==> config.mk <==
export PLATFORM = sky130hd
export DESIGN_NAME = reset_sequencer
export DESIGN_NICKNAME = d
export VERILOG_FILES = /design/src/rtl/reset_seq_pkg.sv /design/src/rtl/reset_sync.sv /design/src/rtl/reset_sequencer.sv
export SDC_FILE = /design/constraint.sdc
export NUM_CORES = 1
export LEC_CHECK = 0
export ABC_AREA = 1
export BUFFER_PORTS_ARGS = -buffer_cell sky130_fd_sc_hd__clkbuf_2
export CORE_AREA = 4 4 92 94
export CTS_BUF_LIST = sky130_fd_sc_hd__clkbuf_4 sky130_fd_sc_hd__clkbuf_8 sky130_fd_sc_hd__clkbuf_16
export DETAILED_ROUTE_END_ITERATION = 8
export DIE_AREA = 0 0 96 98
export PLACE_DENSITY = 0.42
export SYNTH_ARGS = -nofsm -noshare
export SYNTH_HDL_FRONTEND = slang
export SYNTH_SLANG_ARGS = --single-unit
==> constraint.sdc <==
create_clock -name sys_clk -period 2.18 [get_ports sys_clk]
set_clock_uncertainty 0.2 [all_clocks]
set_input_delay 0.109 -clock sys_clk [delete_from_list [all_inputs] [get_ports sys_clk]]
set_output_delay 0.109 -clock sys_clk [all_outputs]
set_load 0.01 [all_outputs]
==> src/rtl/reset_seq_pkg.sv <==
// Shared types and helpers for the SoC reset sequencer.
// Holds the sequencer state encoding, the reset-cause codes and a
// constant clog2 used to size index and watchdog counters.
package reset_seq_pkg;

  typedef enum logic [1:0] {
    HOLD    = 2'd0,
    RELEASE = 2'd1,
    RUN     = 2'd2
  } state_e;

  localparam logic [1:0] CAUSE_POR  = 2'b00;
  localparam logic [1:0] CAUSE_TRIG = 2'b01;
  localparam logic [1:0] CAUSE_WDT  = 2'b10;

  // Number of bits needed to hold values 0 .. value-1.
  function automatic int clog2(input int value);
    int result;
    int v;
    result = 0;
    v = value - 1;
    while (v > 0) begin
      result = result + 1;
      v = v >> 1;
    end
    return result;
  endfunction

endpackage

==> src/rtl/reset_sync.sv <==
// Two-flop synchroniser for an asynchronous level input.
// The async active-high clear forces both stages low so a stale request
// cannot leak out of a reset.
module reset_sync (
  input  logic clk,
  input  logic clr,
  input  logic d,
  output logic q
);

  logic s1_q;
  logic s2_q;

  // Shift the raw level through two flops to settle metastability.
  always_ff @(posedge clk or posedge clr) begin
    if (clr) begin
      s1_q <= 1'b0;
      s2_q <= 1'b0;
    end else begin
      s1_q <= d;
      s2_q <= s1_q;
    end
  end

  assign q = s2_q;

endmodule

==> src/rtl/reset_sequencer.sv <==
// SoC reset generator: holds NCHAN reset domains after power-on or a
// reset request, then releases them one by one in index order, STAGGER
// cycles apart, after an initial HOLD_CYCLES hold.
// Optional feature macro: RESET_SEQ_WDT_EN adds the wdt_kick port and a
// watchdog that re-enters HOLD if the system stops kicking it in RUN.
module reset_sequencer
  import reset_seq_pkg::*;
#(
  parameter int               NCHAN       = 4,
  parameter int               CW          = 20,
  parameter int               HOLD_CYCLES = 20'hFFFFF,
  parameter int               STAGGER     = 128,
  parameter logic [NCHAN-1:0] POL_MASK    = '0,
  parameter int               WDT_CYCLES  = 2**24
) (
  input  logic             sys_clk,
  input  logic             sys_rst,
  input  logic             trigger_reset,
`ifdef RESET_SEQ_WDT_EN
  input  logic             wdt_kick,
`endif
  output logic [NCHAN-1:0] rst_out,
  output logic             seq_done,
  output logic [1:0]       rst_cause
);

  localparam int               IW        = (NCHAN > 1) ? clog2(NCHAN) : 1;
  localparam logic [CW-1:0]    HOLD_LOAD = CW'(HOLD_CYCLES - 1);
  localparam logic [CW-1:0]    STAG_LOAD = CW'(STAGGER - 1);
  localparam logic [IW-1:0]    LAST_IDX  = IW'(NCHAN - 1);
  localparam logic [NCHAN-1:0] ALL_ACT   = '1;

  // Elaboration-time guard against parameter values the counters cannot express.
  if (NCHAN < 1 || HOLD_CYCLES < 1 || STAGGER < 1 || WDT_CYCLES < 2 ||
      HOLD_CYCLES >= (2**CW) || STAGGER >= (2**CW)) begin : g_param_check
    $error("reset_sequencer: illegal parameter combination");
  end

  state_e           state_q, state_d;
  logic [CW-1:0]    cnt_q, cnt_d;
  logic [IW-1:0]    idx_q, idx_d;
  logic [NCHAN-1:0] act_q, act_d;
  logic [NCHAN-1:0] out_q, out_d;
  logic             done_q, done_d;
  logic [1:0]       cause_q, cause_d;
  logic             trig_s;
  logic             wdt_fire;

  reset_sync u_trig_sync (
    .clk (sys_clk),
    .clr (sys_rst),
    .d   (trigger_reset),
    .q   (trig_s)
  );

`ifdef RESET_SEQ_WDT_EN
  localparam int            WW       = (WDT_CYCLES > 2) ? clog2(WDT_CYCLES) : 1;
  localparam logic [WW-1:0] WDT_LOAD = WW'(WDT_CYCLES - 1);

  logic [WW-1:0] wdt_q, wdt_d;

  // Watchdog reloads outside RUN or on a kick, otherwise counts down.
  always_comb begin
    wdt_fire = (state_q == RUN) && !wdt_kick && (wdt_q == '0);
    if ((state_q != RUN) || wdt_kick) begin
      wdt_d = WDT_LOAD;
    end else begin
      wdt_d = wdt_q - 1'b1;
    end
  end

  // Watchdog counter register.
  always_ff @(posedge sys_clk or posedge sys_rst) begin
    if (sys_rst) begin
      wdt_q <= WDT_LOAD;
    end else begin
      wdt_q <= wdt_d;
    end
  end
`else
  assign wdt_fire = 1'b0;
`endif

  // Next-state logic: trigger beats watchdog, both beat normal sequencing.
  always_comb begin
    state_d = state_q;
    cnt_d   = cnt_q;
    idx_d   = idx_q;
    act_d   = act_q;
    done_d  = done_q;
    cause_d = cause_q;
    if (trig_s) begin
      state_d = HOLD;
      cnt_d   = HOLD_LOAD;
      act_d   = ALL_ACT;
      done_d  = 1'b0;
      cause_d = CAUSE_TRIG;
    end else if (wdt_fire) begin
      state_d = HOLD;
      cnt_d   = HOLD_LOAD;
      act_d   = ALL_ACT;
      done_d  = 1'b0;
      cause_d = CAUSE_WDT;
    end else begin
      case (state_q)
        HOLD: begin
          if (cnt_q == '0) begin
            act_d[0] = 1'b0;
            if (NCHAN == 1) begin
              state_d = RUN;
              done_d  = 1'b1;
            end else begin
              state_d = RELEASE;
              idx_d   = IW'(1);
              cnt_d   = STAG_LOAD;
            end
          end else begin
            cnt_d = cnt_q - 1'b1;
          end
        end
        RELEASE: begin
          if (cnt_q == '0) begin
            act_d[idx_q] = 1'b0;
            if (idx_q == LAST_IDX) begin
              state_d = RUN;
              done_d  = 1'b1;
            end else begin
              idx_d = idx_q + 1'b1;
              cnt_d = STAG_LOAD;
            end
          end else begin
            cnt_d = cnt_q - 1'b1;
          end
        end
        RUN: begin
          state_d = RUN;
        end
        default: begin
          state_d = HOLD;
          cnt_d   = HOLD_LOAD;
          act_d   = ALL_ACT;
          done_d  = 1'b0;
        end
      endcase
    end
    out_d = act_d ^ POL_MASK;
  end

  // Sequencer registers; outputs come straight from flops so they are glitch-free.
  always_ff @(posedge sys_clk or posedge sys_rst) begin
    if (sys_rst) begin
      state_q <= HOLD;
      cnt_q   <= HOLD_LOAD;
      idx_q   <= '0;
      act_q   <= ALL_ACT;
      out_q   <= ALL_ACT ^ POL_MASK;
      done_q  <= 1'b0;
      cause_q <= CAUSE_POR;
    end else begin
      state_q <= state_d;
      cnt_q   <= cnt_d;
      idx_q   <= idx_d;
      act_q   <= act_d;
      out_q   <= out_d;
      done_q  <= done_d;
      cause_q <= cause_d;
    end
  end

  assign rst_out   = out_q;
  assign seq_done  = done_q;
  assign rst_cause = cause_q;

endmodule

==> out/results.ini <==
[global_routing]
antenna_found_initial=0
gr-usage-all-layers_pct=12.81
grt_max_degree=33
grt_pass1_wl_mm=9.453
overflow=0
grt_pass1_vias=1962

[synth]
synth_fp_nets=321
synthesis.area_mm2=0.002223
avgSynthCellArea_um2=7.195
syn_inst=309
ys_types=30
synth-seq-cells=32
ys_seq_area_share_pct=37.31
yosysWarnings=0

[pwr]
pwr-share-comb_pct=36.1
seqPwrFrac_pct=38.3
power.internal_uw=1553
switching_share_pct=38.83
p_leak_uw=0.001247
cellPowerDensity_mw_per_mm2=1005
switchingPower_uw=985.4
pwr-share-clk_pct=25.6
ir_drop_mv=0.5477

[drt]
routed_wl_mm=5.199
drt.antenna.violating_nets=0
vias=1937
drtIter0Drc=71
firstDrtPassIters=4
drc=0
via_per_inst=4.526
post_drt_wl_per_cell_um=12.15

[setup_path]
r2r_end=cnt_q[5]
cp.required_ns=2.19
critPathLaunchType=register
cp_num_cells=9
crit_top_cell=nand2_1
rr_worst_depth=9
critPathTopFamily=simple AND/OR/NAND/NOR gates
cp_num_buf_inv=2
crit_start=state_q[1]
r2r-start=state_q[1]
endpoint_kind=register
crit_fanout=25
crit_slowest_cell=dfrtp_1
worstSetupEndpoint=cnt_q[5]
criticalPathCategory=reg -> reg
max_stage_delay_ns=0.40
reg2reg_slack_ns=0.20
crit_chain=inv_1 -> ha_2 -> nand2_1 -> nor2_2 -> nand4_4 -> nand2_4 -> inv_6 -> o21ai_0 -> nand2_1
arrival_ns=2.00

[floorplanning]
dieArea_mm2=0.009408
start_util_pct=29.07
io_pins=10
die_h_um=98
die_w_um=96
fp.coreArea_mm2=0.007647
placementRows=32

[place]
numPortBuffers=8
post_dp_cell_area_mm2=0.002371
dp_hpwl_mm=3.774
place_ws_ns=0.04144
place_congestion=0.7903

[hold_path]
min_path_type=reg -> reg
hp-start=u_trig_sync.s1_q

[cts]
post-cts-setup-buffer-count=0
numCtsBuffers=5
cts_htree_levels=2
cts_root_buf=clkbuf_8
clock_insertion_delay_worst_skew_ns=0.29
clk_pin_slew_ns=0.07
cts_tree=done
cts_buffer_depth=2
clock_sinks=32

[layout]
final_cell_mix=nand2_1, inv_1, nand3_1, nor2_1, dfstp_2
diodes=0
synthToLayoutAreaGrowth_pct=13.56
final_common_cell=nand2_1
multi_input_area_mm2=0.001192
fill_cells=820
nets=337
drive_gt1_share_pct=22.09
postLayoutCellArea_mm2=0.002525
seq_area_um2=829.5

[sta]
finalHoldViolations=0
maxSlewViolCount=0
finalCritPeriodShare_pct=91.05
fmax_mhz=503.8
finalSetupViolCount=0
worst_slack_ns=0.1951
rsz0062_at_grt=false
fin_tns_setup_ns=0
finalCriticalPeriod_ns=1.985

[status]
status=finished, final reports clean

[run]
maxCapViolations=0

==> what timing repair did <==
action,CTS,global route
hold endpoints to repair,10,0
resized for setup,0,3
hold buffers,2,0
setup endpoints to repair,0,19
==> stage by stage <==
step                      hold slack, ns  cells  power, uW  util [%]
final                             0.1522    428       2538     33.02
after global placement           0.01120    418       1915     31.00
after floorplan                 -0.05957    309       1652         -
after detailed placement        0.008970    418       1904     31.00
after global routing              0.1760    428       2801     33.02
after CTS                         0.1543    428       2579     32.92
==> how the worst min path moves through the flow <==
stage                             to  cells after the start
floorplan           u_trig_sync.s1_q                      0
global placement    u_trig_sync.s1_q                      3
detailed placement  u_trig_sync.s1_q                      3
CTS                    u_trig_sync.q                      0
global route           u_trig_sync.q                      0
finish                 u_trig_sync.q                      0
==> synthesized netlist by cell type <==
| cell | instances | area, um2 |
|---|---|---|
| nand3_1 | 28 | 140.1 |
| nand3_4 | 1 | 17.52 |
| nand3b_1 | 1 | 7.510 |
| buf_6 | 4 | 45.04 |
| nand2_2 | 4 | 25.02 |
| inv_1 | 36 | 135.1 |
| nand4_1 | 5 | 31.28 |
| conb_1 | 1 | 3.750 |
| buf_4 | 2 | 15.01 |
| ha_1 | 9 | 112.6 |
| nor2_8 | 1 | 20.02 |
| buf_2 | 1 | 5.000 |
| nand2_4 | 2 | 22.52 |
| and2_1 | 1 | 6.260 |
| nand2_1 | 112 | 420.4 |
| a21oi_1 | 4 | 20.02 |
| o21ai_1 | 4 | 20.02 |
| dfrtp_1 | 9 | 225.2 |
| dfstp_2 | 23 | 604.3 |
| nor2_1 | 26 | 97.59 |
| inv_4 | 1 | 6.260 |
| o21ai_2 | 6 | 52.55 |
| xor2_1 | 2 | 17.52 |
| nor2_4 | 2 | 22.52 |
| o21ai_0 | 14 | 70.07 |
| nand4_4 | 1 | 21.27 |
| a21o_1 | 1 | 7.510 |
| o21bai_1 | 1 | 7.510 |
| or2_2 | 1 | 6.260 |
| nor2_2 | 6 | 37.54 |
==> worst register-to-register path, cell delays in order (launching register included) <==
cell     delay, ns
dfrtp_1       0.40
inv_1         0.09
ha_2          0.24
nand2_1       0.15
nor2_2        0.20
nand4_4       0.13
nand2_4       0.16
inv_6         0.11
o21ai_0       0.14
nand2_1       0.08
==> layer usage <==
layer | global-route usage (%) | wire length (um)
met1 | 16.40 | 2548
met2 | 20.87 | 2401
met3 | 2.465 | 148
met4 | 5.142 | 101
met5 | 0 | 0
==> kinds of logic (layout without fill, tap and decap cells) <==
kind of cell / after synthesis / after routing / share of synthesized area, %
xor+xnor: 2 / 2 / 0.7880
fa+ha+maj: 9 / 9 / 5.065
flops: 32 / 32 / 37.31
compound gates: 30 / 30 / 7.991
buf+inv: 44 / 61 / 9.285
other cells: 1 / 1 / 0.1687
simple gates: 191 / 191 / 39.39
==> state kept, by name, summed over array words and instances, names as in the netlist <==
name              cells
cnt_q                20
rst_out               4
idx_q                 2
state_q               2
rst_cause             1
seq_done              1
u_trig_sync.q         1
u_trig_sync.s1_q      1
==> area by class of cell <==
cell class              instances  share of cell area (%)
clock buffers                   7                   3.816
clock inverters                 1                   1.189
inverters                      37                   5.699
multi-input cells             233                   47.22
flip-flops and latches         32                   32.85
well taps                     102                   5.054
repair buffers                 16                   4.163
==> power by group through the flow <==
stage	registers (uW)	logic, uW	clock network [uW]
after floorplan	952	700	0
after detailed placement	983	921	0
after CTS	973	933	673
after global placement	986	930	0
final	973	915	650
after global routing	997	1110	696
No activity file was read; power rests on OpenSTA's default activity.
